## src/rtl/led_arbiter.sv

```systemverilog
// led_arbiter: round-robin sharing of the 3 board LEDs between NREQ status
// requesters. A grant lasts at most HOLD prescaler ticks or until the grantee
// drops its request. Every grant end is followed by one dark cycle.
// The grantee's pattern drives the active-low LED pins.
//
// Ports:
//   clk    in   1       system clock
//   n_rst  in   1       asynchronous active-low reset
//   req    in   NREQ    request vector, bit i = requester i wants the LEDs
//   pat    in   3*NREQ  pattern of requester i at pat[3*i+:3], 1 = LED lit
//   gnt    out  NREQ    one-hot grant (registered), zero when idle
//   led    out  3       LED pins, active-low (registered)
//
// Optional feature: define LED_ARB_PRIO_EN to give requester 0 preemptive
// priority. Without it, arbitration is pure round-robin.

module led_arbiter #(
   parameter int unsigned CDIV = 3,
   parameter int unsigned NREQ = 3,
   parameter int unsigned HOLD = 2
) (
   input  logic                  clk,
   input  logic                  n_rst,
   input  logic [NREQ-1:0]       req,
   input  logic [3*NREQ-1:0]     pat,
   output logic [NREQ-1:0]       gnt,
   output logic [2:0]            led
);

   localparam int unsigned CW = $clog2(CDIV + 1);
   localparam int unsigned HW = $clog2(HOLD + 1);
   localparam int unsigned IW = (NREQ > 1) ? $clog2(NREQ) : 1;

   typedef enum logic {
      IDLE  = 1'b0,
      GRANT = 1'b1
   } state_t;

   state_t          state, state_d;
   logic [CW-1:0]   counter, counter_d;
   logic [HW-1:0]   hold_cnt, hold_d;
   logic [IW-1:0]   last, last_d;
   logic [NREQ-1:0] gnt_d;
   logic [2:0]      led_d;

   logic            tick_c;
   logic            pick_valid_c;
   logic [IW-1:0]   pick_c;
   logic [2:0]      pick_pat_c;
   logic [2:0]      cur_pat_c;
   logic            cur_req_c;
   logic            prio_hit_c;
   logic            exit_c;

   // Prescaler tick: counter sits at 0 only out of reset, then cycles 1..CDIV.
   assign tick_c = (counter == CW'(CDIV));

   // Round-robin search starting just after the last grantee; the descending
   // loop leaves the nearest requester in pick_c.
   always_comb begin
      logic [IW-1:0] idx;
      pick_valid_c = 1'b0;
      pick_c       = last;
      idx          = '0;
      for (int unsigned k = NREQ; k >= 1; k--) begin
         idx = IW'((32'(last) + k) % NREQ);
         if (req[idx]) begin
            pick_c       = idx;
            pick_valid_c = 1'b1;
         end
      end
`ifdef LED_ARB_PRIO_EN
      // Requester 0 wins an idle arbitration outright.
      if (req[0]) begin
         pick_c       = '0;
         pick_valid_c = 1'b1;
      end
`endif
   end

   // Pattern and request of the candidate and of the current grantee.
   // The current grantee index is always held in last while granting.
   always_comb begin
      pick_pat_c = 3'b000;
      cur_pat_c  = 3'b000;
      cur_req_c  = 1'b0;
      for (int unsigned i = 0; i < NREQ; i++) begin
         if (IW'(i) == pick_c) pick_pat_c = pat[3*i +: 3];
         if (IW'(i) == last) begin
            cur_pat_c = pat[3*i +: 3];
            cur_req_c = req[i];
         end
      end
   end

   // Preemption request from requester 0 while someone else holds the LEDs.
`ifdef LED_ARB_PRIO_EN
   assign prio_hit_c = req[0] && (last != '0);
`else
   assign prio_hit_c = 1'b0;
`endif

   // Grant ends on release, on the HOLD-th tick, or on preemption; any
   // combination of these is a single exit.
   assign exit_c = !cur_req_c
                || (tick_c && (hold_cnt == HW'(HOLD - 1)))
                || prio_hit_c;

   // Next-state and output logic.
   always_comb begin
      state_d   = state;
      counter_d = tick_c ? CW'(1) : counter + CW'(1);
      hold_d    = hold_cnt;
      last_d    = last;
      gnt_d     = gnt;
      led_d     = led;
      case (state)
         IDLE: begin
            gnt_d = '0;
            led_d = 3'b111;
            if (pick_valid_c) begin
               gnt_d   = NREQ'(1) << pick_c;
               led_d   = ~pick_pat_c;
               last_d  = pick_c;
               hold_d  = '0;
               state_d = GRANT;
            end
         end
         GRANT: begin
            led_d = ~cur_pat_c;
            if (tick_c) hold_d = hold_cnt + HW'(1);
            if (exit_c) begin
               state_d = IDLE;
               gnt_d   = '0;
               led_d   = 3'b111;
               hold_d  = '0;
            end
         end
         default: begin
            state_d = IDLE;
            gnt_d   = '0;
            led_d   = 3'b111;
         end
      endcase
   end

   // State register.
   always_ff @(posedge clk or negedge n_rst) begin
      if (!n_rst) begin
         state    <= IDLE;
         counter  <= '0;
         hold_cnt <= '0;
         last     <= IW'(NREQ - 1);
         gnt      <= '0;
         led      <= 3'b111;
      end else begin
         state    <= state_d;
         counter  <= counter_d;
         hold_cnt <= hold_d;
         last     <= last_d;
         gnt      <= gnt_d;
         led      <= led_d;
      end
   end

`ifndef SYNTHESIS
   // Structural invariants of the arbiter outputs.
   always_ff @(posedge clk) begin
      if (n_rst) begin
         assert ($onehot0(gnt)) else $error("gnt multi-hot: %b", gnt);
         assert ((gnt != '0) || (led == 3'b111)) else $error("led lit without grant");
      end
   end
`endif

endmodule
```

## config.mk

```make
export PLATFORM = sky130hd
export DESIGN_NAME = led_arbiter
export DESIGN_NICKNAME = d
export VERILOG_FILES = /design/src/rtl/led_arbiter.sv
export SDC_FILE = /design/constraint.sdc
export NUM_CORES = 1
export LEC_CHECK = 0
export CAP_MARGIN = 40
export CORE_MARGIN = 2
export CORE_UTILIZATION = 50
export CTS_CLUSTER_DIAMETER = 50
export DETAILED_ROUTE_END_ITERATION = 16
export PLACE_DENSITY = 0.78
export SLEW_MARGIN = 30
export SYNTH_ARGS = -nofsm -noshare
export SYNTH_HDL_FRONTEND = slang
export SYNTH_SLANG_ARGS = --single-unit
export TNS_END_PERCENT = 30
```

## constraint.sdc

```tcl
create_clock -name clk -period 3.2 [get_ports clk]
set_clock_uncertainty 0.1 [all_clocks]
set_input_delay 0.48 -clock clk [delete_from_list [all_inputs] [get_ports clk]]
set_output_delay 0.48 -clock clk [all_outputs]
set_load 0.02 [all_outputs]
```

==> results of run 1 <==
==> flip-flops by register name, summed over array words and instances (netlist names) <==
name,flops
state,1
hold_cnt,2
last,2
gnt,3
counter,2
led,3
==> where the power goes <==
part / total [mW] / switching [mW] / internal (mW)
clock: 0.0979 / 0.0515 / 0.0464
combinational: 0.723 / 0.401 / 0.322
sequential: 0.266 / 0.0343 / 0.231
==> synth_stat cells (all sizes together), types with 2 or more instances <==
library cell | instances | area share [%]
or3 | 2 | 2.2
nand2b | 3 | 1.9
a21oi | 3 | 1.5
nand2 | 14 | 5.2
mux2i | 2 | 2.0
ha | 8 | 9.9
mux2 | 3 | 3.3
dfrtp | 9 | 22
inv | 11 | 4.1
nand4 | 2 | 1.2
o21ai | 9 | 4.5
nand3 | 2 | 0.99
a21bo | 2 | 2.0
dfstp | 4 | 10
nor4 | 3 | 1.9
a22o | 4 | 3.5
and4 | 5 | 5.0
nor2 | 2 | 1.5
nor2b | 3 | 1.9
buf | 2 | 0.99
a31oi | 4 | 2.5
a21o | 5 | 4.0
==> final cells by class <==
class | count | area, sq um | share of cell area, %
multi-input combinational | 85 | 624 | 50.1
sequential | 13 | 330 | 26.5
timing repair buffer | 19 | 190 | 15.2
inverter | 11 | 41.3 | 3.31
tap | 27 | 33.8 | 2.71
clock buffer | 3 | 22.5 | 1.81
clock inverter | 1 | 5.00 | 0.401
==> per-stage QoR <==
step                std cells  hold WS [ns]  instance area, sq um  power, mW  worst slack (ns)
finish                    159         0.390                  1250       1.09             0.631
global route              159         0.412                  1250       1.18             0.359
CTS                       159         0.399                  1250       1.08             0.657
detailed placement        155         0.376                  1220      0.979             0.540
global placement          155         0.365                  1220      0.967             0.605
floorplan                 112        0.0844                  1010      0.806             0.918
==> final timing paths <==
path	startpoint	to	slack (ns)
setup / recovery	last[1]	led[0]	0.63
hold / removal	hold_cnt[0]	hold_cnt[0]	0.39
setup reg to reg	last[1]	led[0]	0.63
hold reg to reg	hold_cnt[0]	hold_cnt[0]	0.39
max in group asynchronous	n_rst	led[1]	2.16
min in group asynchronous	n_rst	gnt[1]	0.47
==> per-layer routing <==
layer	wire length (um)	track usage, %	share of wire (%)	vias to the layer above
li1	-	-	-	450
met1	985	27.0	45	424
met2	1070	32.6	48	32
met3	134	6.44	6.1	2
met4	14	3.81	0.64	0
met5	0	0	0	-
==> cells by family (layout without fill, tap and decap cells) <==
kind of cell | count (synthesis) | count (layout) | synth area share [%]
compound gates | 33 | 33 | 22.9
flops | 13 | 13 | 32.7
fa+ha+maj | 8 | 8 | 9.90
simple gates | 39 | 39 | 23.6
buf+inv | 14 | 34 | 5.57
mux | 5 | 5 | 5.32
==> summary.txt, run 1 <==
Worst setup path
  – Slowest stage cell, crit path: dfstp_2
  – Worst path top cell family by delay: compound AO/OA/AOI/OAI gates
  – Critical Path Max Stage Delay: 0.59 ns
  – WS Path Type: flop to flop
  – CP max FO: 7
  – Critical Path Source Type: flop
  – Cell repeated most along the worst path: inv_1
  – Critical path required time: 3.30 ns
  – Bufs and invs on worst path: 2
  – Arrival @ worst endpoint: 2.67 ns
  – CP Capture Type: flop
  – Worst-path cell chain: inv_1, ha_1, inv_1, a21oi_1, o32ai_1, a31oi_1, mux2_2, o21ai_0
  – R2r worst-path depth: 8
  – Critical path depth: 8

Synthesis
  – EDFF count, synth: 0
  – Post-Syn Area per Cell: 9.03 sq um
  – #FFs+latches synth: 13
  – Yosys Warn Count: 0
  – Synth Flop Type: dfrtp_1
  – FFs w/ async S/R, synth: 100%
  – Post-synthesis cell count: 112
  – Syn Nets: 134
  – Sequential area share after synthesis: 32.7%
  – Yosys cell types: 37
  – Post-synthesis cell area: 0.00101 sq mm

Die
  – Row count: 16
  – Boundary Pins: 20
  – Die height: 49.0 um
  – Die Span X: 49.0 um
  – Overall die area: 0.00240 sq mm
  – CORE AREA: 0.00194 sq mm
  – Starting Density: 52.1%

Clock tree
  – Root Driver: clkbuf_4
  – Setup bufs post-CTS: 0
  – Clock Latency Late Sink: 0.28 ns
  – CTS Buf Count: 3
  – CTS Buffer Depth: 2
  – CTS resizes: 0
  – CTS sink cnt: 13
  – Htree depth: 1
  – Worst-path clk slew: 0.08 ns
  – CTS tree: built
  – CTS Hold Buffers Added: 0

STA
  – Period utilization: 80.3%
  – Min cycle time layout: 2.57 ns
  – RSZ-0062 raised after global routing: no
  – Setup_tns: 0 ns
  – Final Setup Violations: 0
  – Pins Over Slew Limit: 0
  – Worst Max-Slew Pin Slew: 0.572 ns
  – Fmax: 389 MHz
  – Max_slew headroom: 61.8%
  – Final hold vios: 0

Layout
  – Most common cell after layout, fill and taps aside: clkdlybuf4s50_1
  – Final net count: 155
  – Syn-to-layout area delta: 23.4%
  – # fillers: 167
  – Most frequent cells in the layout: 19 x clkdlybuf4s50_1, 14 x nand2_1, 10 x inv_1, 9 x o21ai_0, 9 x dfrtp_1
  – Share of layout cells above drive strength 1: 18.2%
  – Inserted Diodes: 0
  – Final core occ: 64.2%

Power
  – Pwr/cell area: 871 mW/mm^2
  – P_leak: 0.550 nW
  – VDD IR max: 0.539 mV

Place
  – I/O Buffers: 19
  – Final HPWL DP: 1750 um
  – GP Congestion: 0.897

Global routing
  – Vias in the first global route: 841
  – First-pass GRT wire length: 3810 um
  – Overflow after GRT: 0
  – Initial antenna violation count: 0
  – GRT Total Usage: 20.3%
  – Largest net degree at the start of global routing: 14

Routing
  – Detailed-route wire length per cell: 13.8 um
  – Via count: 908
  – Routed vias/inst: 5.71
  – DRT Wirelength: 2200 um
  – Initial DRC count: 12
  – Drt pass-1 iters: 4
  – Antenna Violating Nets Remaining: 0
  – Remaining DRCs: 0

Hold path
  – Hold path cells: 1
  – Worst Hold Class: flop to flop

Run
  – Max cap viols: 0

Run status
  – Status: complete, no violations
Note: power is estimated with default switching activity, not from simulation.
==> inputs of run 2 (changes only) <==
==> constraint.sdc (replaced) <==
create_clock -name clk -period 2.63 [get_ports clk]
set_clock_uncertainty 0.1 [all_clocks]
set_input_delay 0.3945 -clock clk [delete_from_list [all_inputs] [get_ports clk]]
set_output_delay 0.3945 -clock clk [all_outputs]
set_load 0.02 [all_outputs]
==> run 2 against run 1 <==
Against the previous run: fmax is 4.1% higher; core utilization rose by 1.3 points; via count grew 1.4%; clock power is 25% higher; clock-buffer cell count unchanged; sequential power is 22% higher; total power grew 26%; global-route usage is essentially flat; first-iteration DRC count up 100%; critical path type unchanged; routed wire length grew 2.6%; non-clock buffer count rose by 3; critical endpoint is now led[2]; combinational power increased by 27%.
==> summary.txt, run 2 (synthesis results as in run 1) <==
Routing
  – Drt pass-1 iters: 4 (unchanged)
  – Detailed-route wire length per cell: 13.9 um (+0.74%)
  – DRT Wirelength: 2260 um (+2.6%)
  – Initial DRC count: 24 (+12)
  – Remaining DRCs: 0 (unchanged)
  – Via count: 921 (+1.4%)
  – Routed vias/inst: 5.69 (-0.45%)
  – Antenna Violating Nets Remaining: 0 (unchanged)

Global routing
  – Initial antenna violation count: 0 (unchanged)
  – GRT Total Usage: 20.3% (+0.039 points)
  – Vias in the first global route: 905 (+7.6%)
  – Overflow after GRT: 0 (unchanged)
  – First-pass GRT wire length: 3840 um (+0.92%)
  – Largest net degree at the start of global routing: 14 (unchanged)

Worst setup path
  – Bufs and invs on worst path: 1 (-1)
  – CP Capture Type: flop
  – CP max FO: 9 (+2)
  – Critical Path Source Type: flop
  – Cell repeated most along the worst path: o21ai_0
  – Worst-path cell chain: inv_1, ha_1, a21bo_2, and4_1, o21ai_0, nand2b_2, o21ai_0, o21ai_0
  – Worst path top cell family by delay: compound AO/OA/AOI/OAI gates
  – WS Path Type: flop to flop
  – Arrival @ worst endpoint: 2.56 ns (-0.11 ns)
  – Critical Path Max Stage Delay: 0.59 ns (about the same)
  – Slowest stage cell, crit path: dfstp_2
  – Critical path required time: 2.73 ns (-0.57 ns)

Layout
  – Biggest regs: gnt (3), led (3)
  – Syn-to-layout area delta: 25.9%
  – Final net count: 158 (+1.9%)
  – Most frequent cells in the layout: 19 x clkdlybuf4s50_1, 14 x nand2_1, 10 x inv_1, 9 x o21ai_0, 9 x dfrtp_1
  – Share of layout cells above drive strength 1: 20.7% (+2.6 points)
  – Most common cell after layout, fill and taps aside: clkdlybuf4s50_1
  – # fillers: 167 (unchanged)
  – Inserted Diodes: 0 (unchanged)

STA
  – Worst Max-Slew Pin Slew: 0.561 ns (-0.0112 ns)
  – Min cycle time layout: 2.47 ns (-0.102 ns)
  – Fmax: 405 MHz (+4.1%)
  – Period utilization: 93.8% (+14 points)
  – Pins Over Slew Limit: 0 (unchanged)
  – Final hold vios: 0 (unchanged)
  – Final Setup Violations: 0 (unchanged)
  – Max_slew headroom: 62.5% (+0.75 points)
  – Setup_tns: 0 ns (unchanged)
  – RSZ-0062 raised after global routing: no

Place
  – GP Congestion: 0.876 (-2.4%)
  – Final HPWL DP: 1830 um (+4.6%)
  – I/O Buffers: 19 (unchanged)

Die
  – Starting Density: 52.1% (unchanged)
  – Die height: 49.0 um (unchanged)
  – Overall die area: 0.00240 sq mm (unchanged)
  – CORE AREA: 0.00194 sq mm (unchanged)
  – Boundary Pins: 20 (unchanged)
  – Row count: 16 (unchanged)
  – Die Span X: 49.0 um (unchanged)

Power
  – P_leak: 0.565 nW (+2.6%)
  – Seq pwr share: 23.7% (-0.7 points)
  – VDD IR max: 0.661 mV (+23%)
  – Power Total: 1.37 mW (+26%)
  – Clock power share: 8.9% (about the same)
  – Pwr/cell area: 1070 mW/mm^2 (+23%)
  – Switching Share: 44.3% (-0.53 points)
  – Switch Pwr: 605 uW (+24%)
  – Internal cell power: 762 uW (+27%)
  – Power share of the combinational group: 67.4% (+0.8 points)

Hold path
  – Worst Hold Class: primary input to asynchronous set/reset pin

Clock tree
  – CTS tree: built
  – Setup bufs post-CTS: 0 (unchanged)
  – Root Driver: clkbuf_4
  – CTS sink cnt: 13 (unchanged)
  – Clock Latency Late Sink: 0.28 ns (about the same)
  – Htree depth: 1 (unchanged)
  – CTS Buffer Depth: 2 (unchanged)
  – Worst-path clk slew: 0.08 ns (about the same)
  – CTS Buf Count: 3 (unchanged)

Run status
  – Status: complete, no violations

Run
  – Max cap viols: 0 (unchanged)
-- run 2: cell types whose count changed in the layout (fill, tap and decap cells not counted) --
cell and delta:
buf_4 +3, nand2b_2 +1, nand2b_1 -1
-- run 2: area by class of cell --
type / count / area [sq um] / area share [%]
Clock buffer: 3 / 22.5 / 1.77
Clock inverter: 1 / 5.00 / 0.393
Inverter: 11 / 41.3 / 3.24
Multi-Input combinational cell: 85 / 627 / 49.3
Tap cell: 27 / 33.8 / 2.65
Sequential cell: 13 / 330 / 26.0
Timing Repair Buffer: 22 / 213 / 16.7
-- run 2: per-stage QoR --
stage	hold slack [ns]	util, %	setup WS [ns]	cells	area (sq um)
6_report	0.368	65.5	0.163	162	1270
5_1_grt	0.409	65.5	0.0198	162	1270
4_1_cts	0.382	65.4	0.142	162	1270
3_5_place_dp	0.378	64.0	0.119	158	1240
3_3_place_gp	0.364	64.0	0.190	158	1240
2_1_floorplan	-0.00109	-	0.348	112	1010
-- run 2: final timing paths --
path | from | end | slack, ns | cells after the start
setup / recovery | last[1] | led[2] | 0.16 | 8
hold / removal | n_rst | gnt[0] | 0.37 | 1
setup reg to reg | last[1] | led[2] | 0.16 | 8
hold reg to reg | hold_cnt[0] | hold_cnt[0] | 0.38 | 1
max in group asynchronous | n_rst | led[2] | 1.68 | 1
min in group clk | hold_cnt[0] | hold_cnt[0] | 0.38 | 1
-- run 2: repair_timing --
| item | CTS | global route |
|---|---|---|
| resized for setup | 0 | 1 |
| hold buffers | 0 | 0 |
| endpoints found under the setup margin | 0 | 1 |
-- run 2: power by group through the flow --
stage               Sequential [mW]  Combinational [mW]  Clock [mW]
finish                        0.325               0.921       0.122
global route                  0.332                1.02       0.138
CTS                           0.326               0.904       0.125
detailed placement            0.330               0.901           0
global placement              0.324               0.878           0
floorplan                     0.362               0.619           0
-- run 2: routing by layer --
metal  vias to the layer above  global-route usage [%]  share of wire (%)
met1                       444                    25.5                 46
met5                         -                       0                  0
met3                         2                    6.13                4.4
li1                        453                       -                  -
met4                         0                    3.33               0.44
met2                        22                    34.9                 49
-- run 2: worst register-to-register path, delay by kind of cell (launching register included) --
family                     cells  cell delay (ns)
buffers and inverters          1             0.09
AOI/OAI and AO/OA              4             0.93
DFF                            1             0.59
and+or+nand+nor                2             0.40
adders and majority gates      1             0.27
